<file path="src/rtl/imem_loader.sv">
`default_nettype none
// +----------------------------------------------------------------------+
// | Module  : imem_loader                                                |
// | Purpose : Assembles a little-endian byte stream into 32-bit words,   |
// |           writes them to instruction memory, and holds the core in   |
// |           reset until a load completes. Define                       |
// |           IMEM_LOADER_CHECKSUM_EN for a trailing mod-256 checksum.   |
// | Revision: 1.0 - initial release                                      |
// +----------------------------------------------------------------------+
module imem_loader #(
  parameter int ADDR_WIDTH = 8,
  parameter int DATA_WIDTH = 32
) (
  input  logic                  clk,
  input  logic                  rst,
  input  logic                  start,
  input  logic [ADDR_WIDTH:0]   num_words,
  input  logic [7:0]            in_byte,
  input  logic                  in_valid,
  output logic                  in_ready,
  output logic                  we,
  output logic [ADDR_WIDTH-1:0] waddr,
  output logic [DATA_WIDTH-1:0] wdata,
  output logic                  cpu_rst,
  output logic                  busy,
  output logic                  done,
  output logic                  checksum_err
);

  localparam logic [ADDR_WIDTH:0]   C_MAX_WORDS = {1'b1, {ADDR_WIDTH{1'b0}}};
  localparam logic [ADDR_WIDTH:0]   C_ONE_W     = 1;
  localparam logic [ADDR_WIDTH-1:0] C_ONE_A     = 1;

  typedef enum logic [2:0] {
    S_IDLE   = 3'd0,
    S_RECV   = 3'd1,
    S_WRITE  = 3'd2,
`ifdef IMEM_LOADER_CHECKSUM_EN
    S_CHECK  = 3'd3,
`endif
    S_FINISH = 3'd4
  } state_t;

  state_t              r_state;
  logic [ADDR_WIDTH:0] r_words_left;
  logic [1:0]          r_byte_cnt;

`ifdef IMEM_LOADER_CHECKSUM_EN
  logic [7:0] r_sum;
  logic       r_checksum_err;
  assign checksum_err = r_checksum_err;
`else
  assign checksum_err = 1'b0;
`endif

  always_ff @(posedge clk or negedge rst) begin
    if (!rst) begin
      r_state      <= S_IDLE;
      r_words_left <= '0;
      r_byte_cnt   <= '0;
      in_ready     <= 1'b0;
      we           <= 1'b0;
      waddr        <= '0;
      wdata        <= '0;
      cpu_rst      <= 1'b1;
      busy         <= 1'b0;
      done         <= 1'b0;
`ifdef IMEM_LOADER_CHECKSUM_EN
      r_sum          <= '0;
      r_checksum_err <= 1'b0;
`endif
    end else begin
      we   <= 1'b0;
      done <= 1'b0;
      case (r_state)
        S_IDLE: begin
          if (start) begin
            r_words_left <= (num_words > C_MAX_WORDS) ? C_MAX_WORDS : num_words;
            waddr        <= '0;
            r_byte_cnt   <= '0;
            cpu_rst      <= 1'b1;
            busy         <= 1'b1;
`ifdef IMEM_LOADER_CHECKSUM_EN
            r_sum          <= '0;
            r_checksum_err <= 1'b0;
`endif
            // An empty load finishes immediately; nothing can be wrong with it.
            if (num_words == '0) begin
              r_state <= S_FINISH;
              done    <= 1'b1;
              cpu_rst <= 1'b0;
            end else begin
              r_state  <= S_RECV;
              in_ready <= 1'b1;
            end
          end
        end

        S_RECV: begin
          if (in_valid && in_ready) begin
            case (r_byte_cnt)
              2'd0:    wdata[7:0]   <= in_byte;
              2'd1:    wdata[15:8]  <= in_byte;
              2'd2:    wdata[23:16] <= in_byte;
              default: wdata[31:24] <= in_byte;
            endcase
            r_byte_cnt <= r_byte_cnt + 2'd1;
`ifdef IMEM_LOADER_CHECKSUM_EN
            r_sum <= r_sum + in_byte;
`endif
            if (r_byte_cnt == 2'd3) begin
              r_state  <= S_WRITE;
              in_ready <= 1'b0;
              we       <= 1'b1;
            end
          end
        end

        S_WRITE: begin
          waddr        <= waddr + C_ONE_A;
          r_words_left <= r_words_left - C_ONE_W;
          if (r_words_left == C_ONE_W) begin
`ifdef IMEM_LOADER_CHECKSUM_EN
            r_state  <= S_CHECK;
            in_ready <= 1'b1;
`else
            r_state <= S_FINISH;
            done    <= 1'b1;
            cpu_rst <= 1'b0;
`endif
          end else begin
            r_state  <= S_RECV;
            in_ready <= 1'b1;
          end
        end

`ifdef IMEM_LOADER_CHECKSUM_EN
        S_CHECK: begin
          if (in_valid && in_ready) begin
            r_checksum_err <= (in_byte != r_sum);
            cpu_rst        <= (in_byte != r_sum);
            in_ready       <= 1'b0;
            done           <= 1'b1;
            r_state        <= S_FINISH;
          end
        end
`endif

        S_FINISH: begin
          r_state <= S_IDLE;
          busy    <= 1'b0;
        end

        default: begin
          r_state  <= S_IDLE;
          in_ready <= 1'b0;
          busy     <= 1'b0;
        end
      endcase
    end
  end

endmodule
`default_nettype wire

</file>
<file path="config.mk">
export PLATFORM = sky130hd
export DESIGN_NAME = imem_loader
export DESIGN_NICKNAME = d
export VERILOG_FILES = /design/src/rtl/imem_loader.sv
export SDC_FILE = /design/constraint.sdc
export NUM_CORES = 1
export LEC_CHECK = 0
export ABC_AREA = 1
export CAP_MARGIN = 20
export CORE_MARGIN = 2
export CORE_UTILIZATION = 25
export CTS_CLUSTER_DIAMETER = 50
export CTS_CLUSTER_SIZE = 20
export DETAILED_ROUTE_END_ITERATION = 7
export PLACE_DENSITY = 0.57
export SLEW_MARGIN = 15
export SYNTH_ARGS = -nofsm -noshare
export SYNTH_HDL_FRONTEND = slang
export SYNTH_SLANG_ARGS = --single-unit
</file>
<file path="constraint.sdc">
create_clock -name clk -period 2.3 [get_ports clk]
set_input_delay 0.46 -clock clk [delete_from_list [all_inputs] [get_ports clk]]
set_output_delay 0.46 -clock clk [all_outputs]
set_load 0.02 [all_outputs]
</file>
# --- Word level (Yosys, flattened, before mapping) ---
# Cells that the tools add are included.
word_totals:
  elab_cells: 84
  register_bits: 59
  inputBits: 21
op_classes:
  n_mux: 33
  n_addsub: 3
  n_eq_ne: 13
  n_lt_le_gt_ge: 1
  n_reduce_logical: 18
  bitwise: 3
ops:
  columns: ["op", "count"]
  rows:
  - ["3-bit AND reduction", 7]
  - ["9-bit two-way mux", 2]
  - ["9-bit case mux with 2 select lines", 1]
  - ["8-bit case mux with 2 select lines", 1]
  - ["1-bit two-way mux", 15]
  - ["3-bit two-way mux", 5]
  - ["2-bit != test, second input constant", 6]
  - ["9-bit by 1-bit equality test with 1-bit output, second input constant", 1]
  - ["9-bit greater-than comparator, second input constant", 1]
  - ["9-bit logical NOT", 1]
  - ["3-bit case mux with 3 select lines", 1]
  - ["9-bit by 1-bit subtractor with 9-bit output, second input constant", 1]
  - ["8-bit by 1-bit adder with 8-bit output, second input constant", 1]
  - ["8-bit two-way mux", 1]
  - ["1-bit case mux with 2 select lines", 3]
  - ["6-bit AND reduction", 1]
  - ["2-bit equality test, second input constant", 2]
  - ["2-bit two-way mux", 2]
  - ["1-bit case mux with 4 select lines", 1]
  - ["2-bit case mux with 2 select lines", 1]
  - ["2-bit AND reduction", 2]
  - ["2-bit nonzero test", 2]
  - ["3-bit by 1-bit equality test with 1-bit output, second input constant", 1]
  - ["3-bit by 2-bit equality test with 1-bit output, second input constant", 1]
  - ["other kinds (9)", 11]

# --- Longest topological paths before layout ---
# Gate-level depths: netlist of the first run.
logic_depth:
  ltp_word: 4
  depth_mapped: 9

# --- Worst setup path after synthesis of the first run ---
# OpenSTA, ideal clock, no wires.
synth_path:
  kind: "register -> register"
  from: "register in_ready"
  to: "register wdata[29]"
  setup_slack_ns: 0.919
  path_stages_with_launch: 8
  t_required_ns: 2.227
  n_path_buf: 1
  arrival_time_ns: 1.308
  period_less_slack_ns: 1.381
  cell_sequence: "dfrtp_1 nand2_1 nor2_8 inv_6 nor2_8 buf_8 nor2_2 a21oi_2"
synth_via:
  elab_chain_len: 2
synth_lines:
  columns: ["element", "line_no", "rtl"]
  rows:
  - ["start: declaration", "20", "output logic in_ready,"]
  - ["start signal: assignment", "61", "in_ready <= 1'b0;"]
  - ["start signal: assignment", "94", "in_ready <= 1'b1;"]
  - ["start signal: assignment", "113", "in_ready <= 1'b0;"]
  - ["1-bit logical AND", "100", "if (in_valid && in_ready) begin"]
  - ["3-bit AND reduction (no line)", null, null]
  - ["end signal: assignment", "105", "default: wdata[31:24] <= in_byte;"]
  - ["end: declaration", "23", "output logic [DATA_WIDTH-1:0] wdata,"]
# No other way between the ends.
# A chain may end at the register's enable or synchronous reset.

# --- Worst setup path after layout of the first run ---
layout_path:
  from: "register cpu_rst"
  to: "output cpu_rst"
layout_rtl:
  columns: ["element", "line_no", "rtl"]
  rows:
  - ["start: declaration", "24", "output logic cpu_rst,"]
  - ["start signal: assignment", "65", "cpu_rst <= 1'b1;"]
  - ["start signal: assignment", "81", "cpu_rst <= 1'b1;"]
  - ["start signal: assignment", "91", "cpu_rst <= 1'b0;"]
# No word-level cell between the ends.

==> results of run 1 <==
==> Yosys cell counts, drive strengths merged <==
master,number
nand2,81
dfrtp,58
o21ai,42
inv,37
nor2,33
nand3,28
a21oi,11
buf,8
ha,8
o211ai,3
nor3,2
o22ai,2
xor2,2
a21boi,1
a22o,1
conb,1
dfstp,1
nand4,1
nor3b,1
o31ai,1
==> per-layer routing <==
metal | vias up | wire [µm] | GRT usage (%)
li1 | 1182 | - | -
met1 | 1087 | 3290 | 15.8
met2 | 76 | 3070 | 18.3
met3 | 2 | 663 | 6.07
met4 | 0 | 13 | 3.17
met5 | - | 0 | 0
==> path summary, 6_finish.rpt <==
| kind | startpoint | to | slack [ns] | depth (start not counted) |
|---|---|---|---|---|
| setup / recovery | cpu_rst | cpu_rst | 0.39 | 1 |
| min in group clk | busy | busy | 0.47 | 2 |
| hold / removal | rst | wdata[22] | 0.12 | 1 |
| hold reg to reg | busy | busy | 0.47 | 2 |
| max in group asynchronous | rst | cpu_rst | 1.47 | 2 |
| setup reg to reg | r_state[0] | r_words_left[2] | 0.69 | 8 |
==> final cells by class <==
| class | instances | area, µm² |
|---|---|---|
| timing repair buffer | 68 | 668 |
| multi-input combinational | 218 | 1150 |
| fill | 1164 | 7360 |
| clock inverter | 6 | 48.8 |
| clock buffer | 10 | 239 |
| sequential | 59 | 1480 |
| tap | 143 | 179 |
| inverter | 37 | 144 |
==> per-stage QoR <==
step | util [%] | power [µW] | setup WS, ns | area [µm²] | std cells
after global routing | 34.7 | 5210 | 0.341 | 3910 | 541
after floorplan | - | 2780 | 0.919 | 2860 | 322
after CTS | 34.7 | 4910 | 0.365 | 3910 | 541
after global placement | 32.1 | 3580 | 0.315 | 3620 | 525
after detailed placement | 32.1 | 3590 | 0.297 | 3620 | 525
final | 34.7 | 4840 | 0.393 | 3910 | 541
==> state kept, by name, summed over array words and instances, names as in the netlist <==
register      cells
r_state           3
r_words_left      9
we                1
cpu_rst           1
busy              1
waddr             8
wdata            32
r_byte_cnt        2
done              1
in_ready          1
==> cell usage in the layout, fill, tap and decap left out, types with 4 or more instances in the layout <==
| master | Yosys | final |
|---|---|---|
| inv_1 | 34 | 34 |
| nand2_4 | 4 | 4 |
| clkbuf_16 | 0 | 9 |
| nor2_1 | 24 | 24 |
| nor2_4 | 4 | 4 |
| o21ai_0 | 39 | 39 |
| nand3_1 | 28 | 28 |
| ha_1 | 8 | 8 |
| a21oi_1 | 9 | 9 |
| nand2_1 | 77 | 77 |
| clkdlybuf4s50_1 | 0 | 64 |
| dfrtp_1 | 58 | 58 |
==> worst reg2reg max path, stage by stage (launching register included) <==
cell	delay, ns
dfrtp_1	0.47
nor2_2	0.09
inv_2	0.07
nor2_4	0.03
buf_4	0.18
nor2_4	0.35
inv_2	0.13
o21ai_0	0.10
o21ai_1	0.07
==> power breakdown <==
group | internal [µW] | switching, µW | leakage, µW
logic | 827 | 1100 | 0.000944
clock network | 764 | 494 | 0.000131
registers | 1410 | 249 | 0.000772
==> logic make-up (layout without fill, tap and decap cells) <==
group                      Yosys count  count (layout)
and+or+nand+nor                    146             146
AOI/OAI and AO/OA                   61              61
DFF                                 59              59
buffers and inverters               45             121
adders and majority gates            8               8
xor gates and xnor gates             2               2
other                                1               1
==> metrics.csv, run 1 <==
stage,metric,value,unit
route,drtIter0Drc,96,
synthesis,synth_nets,351,
critical_path,end_kind,output port,
critical_path,worst-setup-path-type,flip-flop to output port,
grt,grt_max_degree,26,
die,rows,39,
clocking,clk_pin_slew_worst_paths,0.06,ns
clocking,root_buffer,clkbuf_16,
timing,fin_worst_skew,0.00683,ns
timing,tightest_slew,0.596,ns
synthesis,synth_xor_xnor_area_share,0.612,%
die,ioPinCount,67,
synthesis,synth_top_family_by_area,simple AND/OR/NAND/NOR gates,
placement,numPortBuffers,65,
placement,gp_congestion,0.802,
timing,rsz0062_at_grt,no,
power_and_ir_drop,p_leak,0.00185,µW
route,avgRoutedWirePerCell,13.0,µm
route,drc,0,
die,coreArea,11300,µm²
power_and_ir_drop,ir_worst_vdd,0.649,mV
timing,slew_viol_final,0,
timing,hold_viol_final,0,
grt,grt_usage,12.2,%
synthesis,synth_compound_area_share,11.9,%
timing,finalSetupTns,0,ns
synthesis,synth_area,2860,µm²
job,cap_violations,0,
critical_path,cp_slowest_cell,clkdlybuf4s50_1,
cells_and_area,nets,422,
cells_and_area,n_antenna_cell,0,
synthesis,synth_top_cell_by_area,dfrtp_1,
clocking,cts_hold_buf,0,
critical_path,worstPathRequired,1.84,ns
route,ant_nets,0,
clocking,cts_sinks,59,
run_status,status,"finished, final reports clean",
clocking,clock_latency,0.32,ns
min_path,hp-class,primary input to asynchronous set/reset pin,
placement,hpwl,5.21,mm
clocking,postCtsSetupBuffers,0,
synthesis,synth-simple-area-share,24.2,%
grt,antenna_found_initial,0,
clocking,cts_buffer_depth,2,
timing,holdWs,0.124,ns
grt,grt_pass1_vias,2401,
synthesis,synth_mux_area_share,0,%
synthesis,yosysUniqueCellTypes,31,
critical_path,cp.arrival,1.45,ns
critical_path,critPathBufInv,1,
cells_and_area,syn_to_final_growth,36.6,%
route,vias,2347,
power_and_ir_drop,p_per_area,1240,nW/µm²
die,chipWidth,111,µm
clocking,cts_max_level,3,
timing,max_freq,524,MHz
die,die_h,111,µm
timing,finalSetupViolations,0,
critical_path,worstSetupStartpointType,flip-flop,
grt,grt_pass1_wl,12.2,mm
clocking,cts_tree,yes,
clocking,cts_resized,0,
critical_path,path_cells,clkdlybuf4s50_1,
timing,period_needed,1.91,ns
critical_path,crit_family,buffers and inverters,
synthesis,ys_ff_latch,59,
synthesis,seq_area_frac_synth,51.6,%
synthesis,syn_inst,322,
grt,grt_overflow_total,0,
synthesis,synth_area_leaders,"dfrtp_1 51%, nand2_1 10%, o21ai_0 6.8%, nand3_1 4.9%, inv_1 4.5%",
synthesis,synth_fa_ha_area_share,3.50,%
critical_path,worstPathMaxFanout,2,
synthesis,yosysTopAreaCellShare,50.7,%
synthesis,synth.avg_cell_area,8.89,µm²
cells_and_area,drive_above_1_share,10.3,%
synthesis,synth-warning-count,0,
route,via_per_inst,4.34,
route,wl,7.03,mm
route,drt_pass1_iterations,4,
die,die_area,12300,µm²
timing,slew_headroom,59.8,%
timing,fin_crit_sh,82.9,%
die,start_util,25.4,%
clocking,cts-buffers-inserted,9,
critical_path,slowest_delay,0.60,ns
No activity file was read; power rests on OpenSTA's default activity.
==> run 2, diff against run 1 <==
PLACE_DENSITY = 0.58   (was 0.57)
clock period = 1.7 ns   (was 2.3 ns; I/O delays follow)
==> run 2 against run 1 <==
  * Global-route usage about the same
  * Sequential share of layout area down 0.78 points
  * Clock power up 32%
  * Die area unchanged
  * Via count up 0.81%
  * Critical path type unchanged
  * Register-to-register slack worse by 0.53 ns
  * Power up 36%
  * Sequential power up 35%
==> metrics.csv, run 2 (synthesis results as in run 1) <==
stage,metric,value,unit,change
run_status,status,"finished, final reports clean",,unchanged
critical_path,path_cells,clkdlybuf4s50_1,,unchanged
cells_and_area,syn_to_final_growth,39.5,%,was 36.6%
grt,grt_pass1_vias,2431,,was 2401
grt,grt_pass1_wl,12.1,mm,was 12.2 mm
placement,place_area,3710,µm²,was 3620 µm²
grt,grt_overflow_total,0,,unchanged
critical_path,worstPathRequired,1.36,ns,was 1.84 ns
clocking,clk_pin_slew_worst_paths,0.05,ns,was 0.06 ns
placement,placedCellCount,533,,was 525
die,start_util,25.4,%,unchanged
timing,hold_viol_final,0,,unchanged
cells_and_area,layout_commonest_cell,nand2_1,,unchanged
timing,fin_worst_skew,0.00596,ns,was 0.00683 ns
critical_path,worstPathMaxFanout,2,,unchanged
cells_and_area,n_antenna_cell,0,,unchanged
power_and_ir_drop,p_int,4100,µW,was 3000 µW
timing,slew_viol_final,0,,unchanged
cells_and_area,mostFrequentLayoutCells,"77 x nand2_1, 58 x dfrtp_1, 51 x clkdlybuf4s50_1",,"was 77 x nand2_1, 64 x clkdlybuf4s50_1, 58 x dfrtp_1"
clocking,clock_latency,0.33,ns,was 0.32 ns
cells_and_area,top_register,wdata,,unchanged
clocking,cts_sinks,59,,unchanged
grt,antenna_found_initial,0,,unchanged
clocking,root_buffer,clkbuf_16,,unchanged
critical_path,startpoint,wdata[23],,was cpu_rst
critical_path,end_kind,output port,,unchanged
cells_and_area,finalNonFillerCells,549,,was 541
route,drc,0,,unchanged
cells_and_area,fin_area,3990,µm²,was 3910 µm²
route,wl,7.20,mm,was 7.03 mm
power_and_ir_drop,seqPwrFrac,33.9,%,was 34.2%
critical_path,worst-setup-path-type,flip-flop to output port,,unchanged
critical_path,cp.arrival,1.33,ns,was 1.45 ns
timing,fin_ws,0.0343,ns,was 0.393 ns
power_and_ir_drop,p_per_area,1650,nW/µm²,was 1240 nW/µm²
die,die_h,111,µm,unchanged
cells_and_area,nets,430,,was 422
critical_path,crit_family,buffers and inverters,,unchanged
clocking,cts-buffers-inserted,9,,unchanged
power_and_ir_drop,power_frac_comb,40.9,%,was 39.8%
critical_path,critPathBufInv,1,,unchanged
route,drtIter0Drc,66,,was 96
route,drt_pass1_iterations,4,,unchanged
route,vias,2366,,was 2347
placement,gp_congestion,0.763,,was 0.802
timing,finalSetupViolations,0,,unchanged
timing,period_needed,1.67,ns,
route,avgRoutedWirePerCell,13.1,µm,was 13.0 µm
clocking,cts_buffer_depth,2,,unchanged
placement,numPortBuffers,65,,unchanged
timing,max_freq,600,MHz,
critical_path,slowest_delay,0.65,ns,was 0.60 ns
critical_path,regToRegSetupSlack,0.16,ns,was 0.69 ns
cells_and_area,utilization,35.4,%,was 34.7%
critical_path,cp_slowest_cell,clkdlybuf4s50_1,,unchanged
clocking,cts_tree,yes,,unchanged
placement,dp_slack,-0.0631,ns,was 0.297 ns
power_and_ir_drop,switchingPower,2490,µW,was 1840 µW
critical_path,worstSetupStartpointType,flip-flop,,unchanged
timing,fin_crit_sh,98.0,%,
grt,grt_max_degree,32,,was 26
power_and_ir_drop,ir_worst_vdd,0.987,mV,was 0.649 mV
clocking,cts_hold_buf,0,,unchanged
power_and_ir_drop,power,6590,µW,was 4840 µW
cells_and_area,largest_reg_flops,32,,unchanged
route,via_per_inst,4.31,,was 4.34
critical_path,worstReg2RegStart,r_state[1],,was r_state[0]
die,chipWidth,111,µm,unchanged
grt,grt_usage,12.2,%,about the same
power_and_ir_drop,p_leak,0.00206,µW,was 0.00185 µW
die,die_area,12300,µm²,unchanged
cells_and_area,drive_above_1_share,11.8,%,was 10.3%
clocking,postCtsSetupBuffers,0,,unchanged
die,rows,39,,unchanged
die,coreArea,11300,µm²,unchanged
job,cap_violations,0,,unchanged
placement,hpwl,5.24,mm,was 5.21 mm
cells_and_area,reg.largest.list,"wdata x32, r_words_left x9, waddr x8",,unchanged
power_and_ir_drop,clock_power_share,25.2,%,was 26.0%
die,ioPinCount,67,,unchanged
power_and_ir_drop,switching_share,37.8,%,was 38.1%
route,ant_nets,0,,unchanged
min_path,hp-class,primary input to asynchronous set/reset pin,,unchanged
clocking,cts_max_level,3,,unchanged
timing,rsz0062_at_grt,no,,unchanged
[run 2: cell count changes in the layout (fill, tap and decap cells not counted)]
cell,delta
buf_12,+2
buf_4,+6
clkbuf_1,+1
clkdlybuf4s50_1,-13
clkinv_2,+4
clkinv_4,-1
clkinvlp_4,-3
dlygate4sd2_1,+5
dlymetal6s2s_1,+8
inv_6,-1
[run 2: final cells by class]
type                    instances  area [µm²]
repair buffers                 76         767
fillers                      1141        7280
clock buffers                  11         243
multi-input cells             218        1150
inverters                      37         144
clock inverters                 5        28.8
flip-flops and latches         59        1480
well taps                     143         179
[run 2: timing repair]
| item | CTS | global route |
|---|---|---|
| endpoints found under the setup margin | 5 | 8 |
| resized for setup | 5 | 8 |
| endpoints found under the hold margin | 0 | 0 |
[run 2: stage by stage]
stage          hold WS [ns]  TNS, ns
6_report             0.0577        0
5_1_grt              0.0951        0
4_1_cts              0.0624        0
3_5_place_dp          0.411   -0.496
3_3_place_gp          0.411  -0.0371
2_1_floorplan        0.0444        0
[run 2: power groups by stage]
stage	Sequential, µW	Combinational [µW]	Clock [µW]
4_1_cts	2240	2740	1690
6_report	2240	2700	1660
3_5_place_dp	2230	2730	0
2_1_floorplan	2660	1090	0
5_1_grt	2310	2970	1760
3_3_place_gp	2240	2680	0
[run 2: path summary, 6_finish.rpt]
path	to	depth (start not counted)
max reg2reg	r_words_left[2]	7
min in group clk	busy	2
min	wdata[19]	2
max	wdata[23]	1
max in group asynchronous	cpu_rst	2
min reg2reg	busy	2
[run 2: layer usage]
layer  track usage [%]  part of all wire (%)
met3              6.07                   9.2
met4              4.08                   1.2
met2              17.8                    42
met1              15.8                    48
met5                 0                     0
==> run 3, diff against run 2 <==
--- a/config.mk
+++ b/config.mk
@@ -10,3 +10,3 @@
 export CORE_MARGIN = 2
-export CORE_UTILIZATION = 25
+export CORE_UTILIZATION = 45
 export CTS_CLUSTER_DIAMETER = 50
@@ -14,3 +14,3 @@
 export DETAILED_ROUTE_END_ITERATION = 7
-export PLACE_DENSITY = 0.58
+export PLACE_DENSITY = 0.87
 export SLEW_MARGIN = 15
--- a/constraint.sdc
+++ b/constraint.sdc
@@ -3,2 +3,2 @@
 set_output_delay 0.34 -clock clk [all_outputs]
-set_load 0.02 [all_outputs]
+set_load 0.05 [all_outputs]
==> run 3 against run 2 <==
  * Sequential cell count unchanged
  * Worst hold slack improved by 0.43 ns
  * Die area decreased by 43%
  * Design area fell by 7.9%
  * Largest cell class unchanged
==> metrics.csv, run 3 (synthesis results as in run 1) <==
stage,metric,value,unit,change
power_and_ir_drop,p_leak,0.00191,µW,was 0.00206 µW
cells_and_area,reg.largest.list,"wdata x32, r_words_left x9, waddr x8",,unchanged
min_path,min_to,wdata[19],,
timing,slew_viol_final,0,,unchanged
timing,period_needed,1.55,ns,was 1.67 ns
placement,gp_congestion,0.906,,was 0.763
cells_and_area,drive_above_1_share,21.5,%,was 11.8%
die,die_area,7010,µm²,was 12300 µm²
placement,dp_slack,-0.0233,ns,was -0.0631 ns
grt,grt_usage,18.8,%,was 12.2%
route,via_per_inst,4.98,,was 4.31
cells_and_area,largest_reg_flops,32,,unchanged
timing,max_freq,644,MHz,was 600 MHz
grt,antenna_found_initial,0,,unchanged
cells_and_area,top_register,wdata,,unchanged
die,start_util,45.9,%,was 25.4%
clocking,root_buffer,clkbuf_8,,was clkbuf_16
critical_path,worst-setup-path-type,flip-flop to flip-flop,,was flip-flop to output port
power_and_ir_drop,p_per_area,1820,nW/µm²,was 1650 nW/µm²
min_path,hold_depth,2,,
placement,placedCellCount,462,,was 533
die,die_h,83.7,µm,was 111 µm
critical_path,reg2reg_to,r_words_left[2],,unchanged
clocking,clk_pin_slew_worst_paths,0.06,ns,was 0.05 ns
cells_and_area,nets,426,,was 430
timing,fin_crit_sh,91.4,%,was 98.0%
min_path,hp-class,flip-flop to flip-flop,,was primary input to asynchronous set/reset pin
die,chipWidth,83.7,µm,was 111 µm
die,ioPinCount,67,,unchanged
cells_and_area,syn_to_final_growth,28.5,%,was 39.5%
cells_and_area,mostFrequentLayoutCells,"77 x nand2_1, 58 x dfrtp_1, 47 x buf_4",,"was 77 x nand2_1, 58 x dfrtp_1, 51 x clkdlybuf4s50_1"
timing,fin_ws,0.147,ns,was 0.0343 ns
cells_and_area,n_antenna_cell,0,,unchanged
clocking,postCtsSetupBuffers,0,,unchanged
cells_and_area,finalNonFillerCells,477,,was 549
min_path,hold_start,wdata[19],,
route,ant_nets,0,,unchanged
route,avgRoutedWirePerCell,13.0,µm,was 13.1 µm
timing,finalSetupTns,0,ns,unchanged
route,drc,0,,unchanged
timing,hold_viol_final,0,,unchanged
placement,numPortBuffers,65,,unchanged
critical_path,worstSetupStartpointType,flip-flop,,unchanged
timing,finalSetupViolations,0,,unchanged
clocking,clock_latency,0.34,ns,was 0.33 ns
route,drt_pass1_iterations,4,,unchanged
clocking,cts-buffers-inserted,9,,unchanged
clocking,cts_hold_buf,1,,was 0
route,vias,2377,,was 2366
grt,grt_overflow_total,0,,unchanged
cells_and_area,layout_commonest_cell,nand2_1,,unchanged
critical_path,regToRegSetupSlack,0.15,ns,was 0.16 ns
timing,fin_worst_skew,0.0118,ns,was 0.00596 ns
cells_and_area,utilization,58.9,%,was 35.4%
die,coreArea,6240,µm²,was 11300 µm²
route,drtIter0Drc,116,,was 66
timing,holdWs,0.490,ns,was 0.0577 ns
critical_path,worstPathRequired,1.92,ns,was 1.36 ns
placement,hpwl,4.48,mm,was 5.24 mm
clocking,cts_sinks,59,,unchanged
timing,rsz0062_at_grt,no,,unchanged
critical_path,cp.arrival,1.78,ns,was 1.33 ns
clocking,cts_tree,yes,,unchanged
grt,grt_pass1_wl,10.5,mm,was 12.1 mm
critical_path,end_kind,flip-flop,,was output port
power_and_ir_drop,ir_worst_vdd,1.44,mV,was 0.987 mV
grt,grt_pass1_vias,2401,,was 2431
route,wl,6.18,mm,was 7.20 mm
run_status,status,"finished, final reports clean",,unchanged
critical_path,worstReg2RegStart,r_state[0],,was r_state[1]
critical_path,worstPathMaxFanout,14,,was 2
die,rows,29,,was 39
job,cap_violations,0,,unchanged
clocking,cts_buffer_depth,2,,unchanged
grt,grt_max_degree,60,,was 32
clocking,cts_resized,0,,was 5
critical_path,reg2regPathDepth,8,,was 7
clocking,cts_max_level,3,,unchanged
[run 3: changes by cell type in the layout (fill, tap and decap cells not counted), sizes merged]
| cell | change |
|---|---|
| buf | +40 |
| clkdlybuf4s50 | -32 |
| dlymetal6s2s | -8 |
| dlygate4sd2 | -5 |
| clkinv | -4 |
| clkbuf | +1 |
| clkinvlp | +1 |
| dlygate4sd3 | +1 |
[run 3: worst max path at each step]
stage                          start              end  slack (ns)
after global routing      r_state[0]  r_words_left[2]        0.03
after CTS                 r_state[0]  r_words_left[2]        0.15
after floorplan             in_ready        wdata[29]        0.05
after global placement      in_valid        wdata[26]        0.04
final                     r_state[0]  r_words_left[2]        0.15
after detailed placement    in_valid        wdata[26]       -0.02
[run 3: report_power, final]
| part | switching, µW | internal (µW) |
|---|---|---|
| Sequential | 357 | 1900 |
| Combinational | 2320 | 1010 |
| Clock | 524 | 590 |
| Total | 3200 | 3500 |
[run 3: per-stage QoR]
step           power, µW  instance area, µm²
6_report            6710                3680
5_1_grt             7130                3680
4_1_cts             6750                3680
3_5_place_dp        5600                3500
3_3_place_gp        5520                3500
2_1_floorplan       4600                2860
[run 3: area by class of cell]
cell class	count	area [µm²]
fillers	538	2560
flip-flops and latches	59	1480
multi-input cells	218	1150
repair buffers	72	638
clock buffers	12	155
inverters	37	144
well taps	77	96.3
clock inverters	2	12.5
[run 3: routing by layer]
metal  vias up  global-route usage [%]  routed length, µm
li1       1179                       -                  -
met1      1109                    23.3               2720
met2        76                    29.2               2810
met3        13                    7.32                547
met4         0                    8.50                107
met5         -                       0                  0
[run 3: worst max-delay path: stages (launching register included)]
cell and delay, ns:
dfrtp_1 0.47, nor2_2 0.09, inv_2 0.07, nor2_4 0.04, buf_4 0.16, nor2_4 0.33
inv_2 0.12, o21ai_0 0.09, o21ai_1 0.08
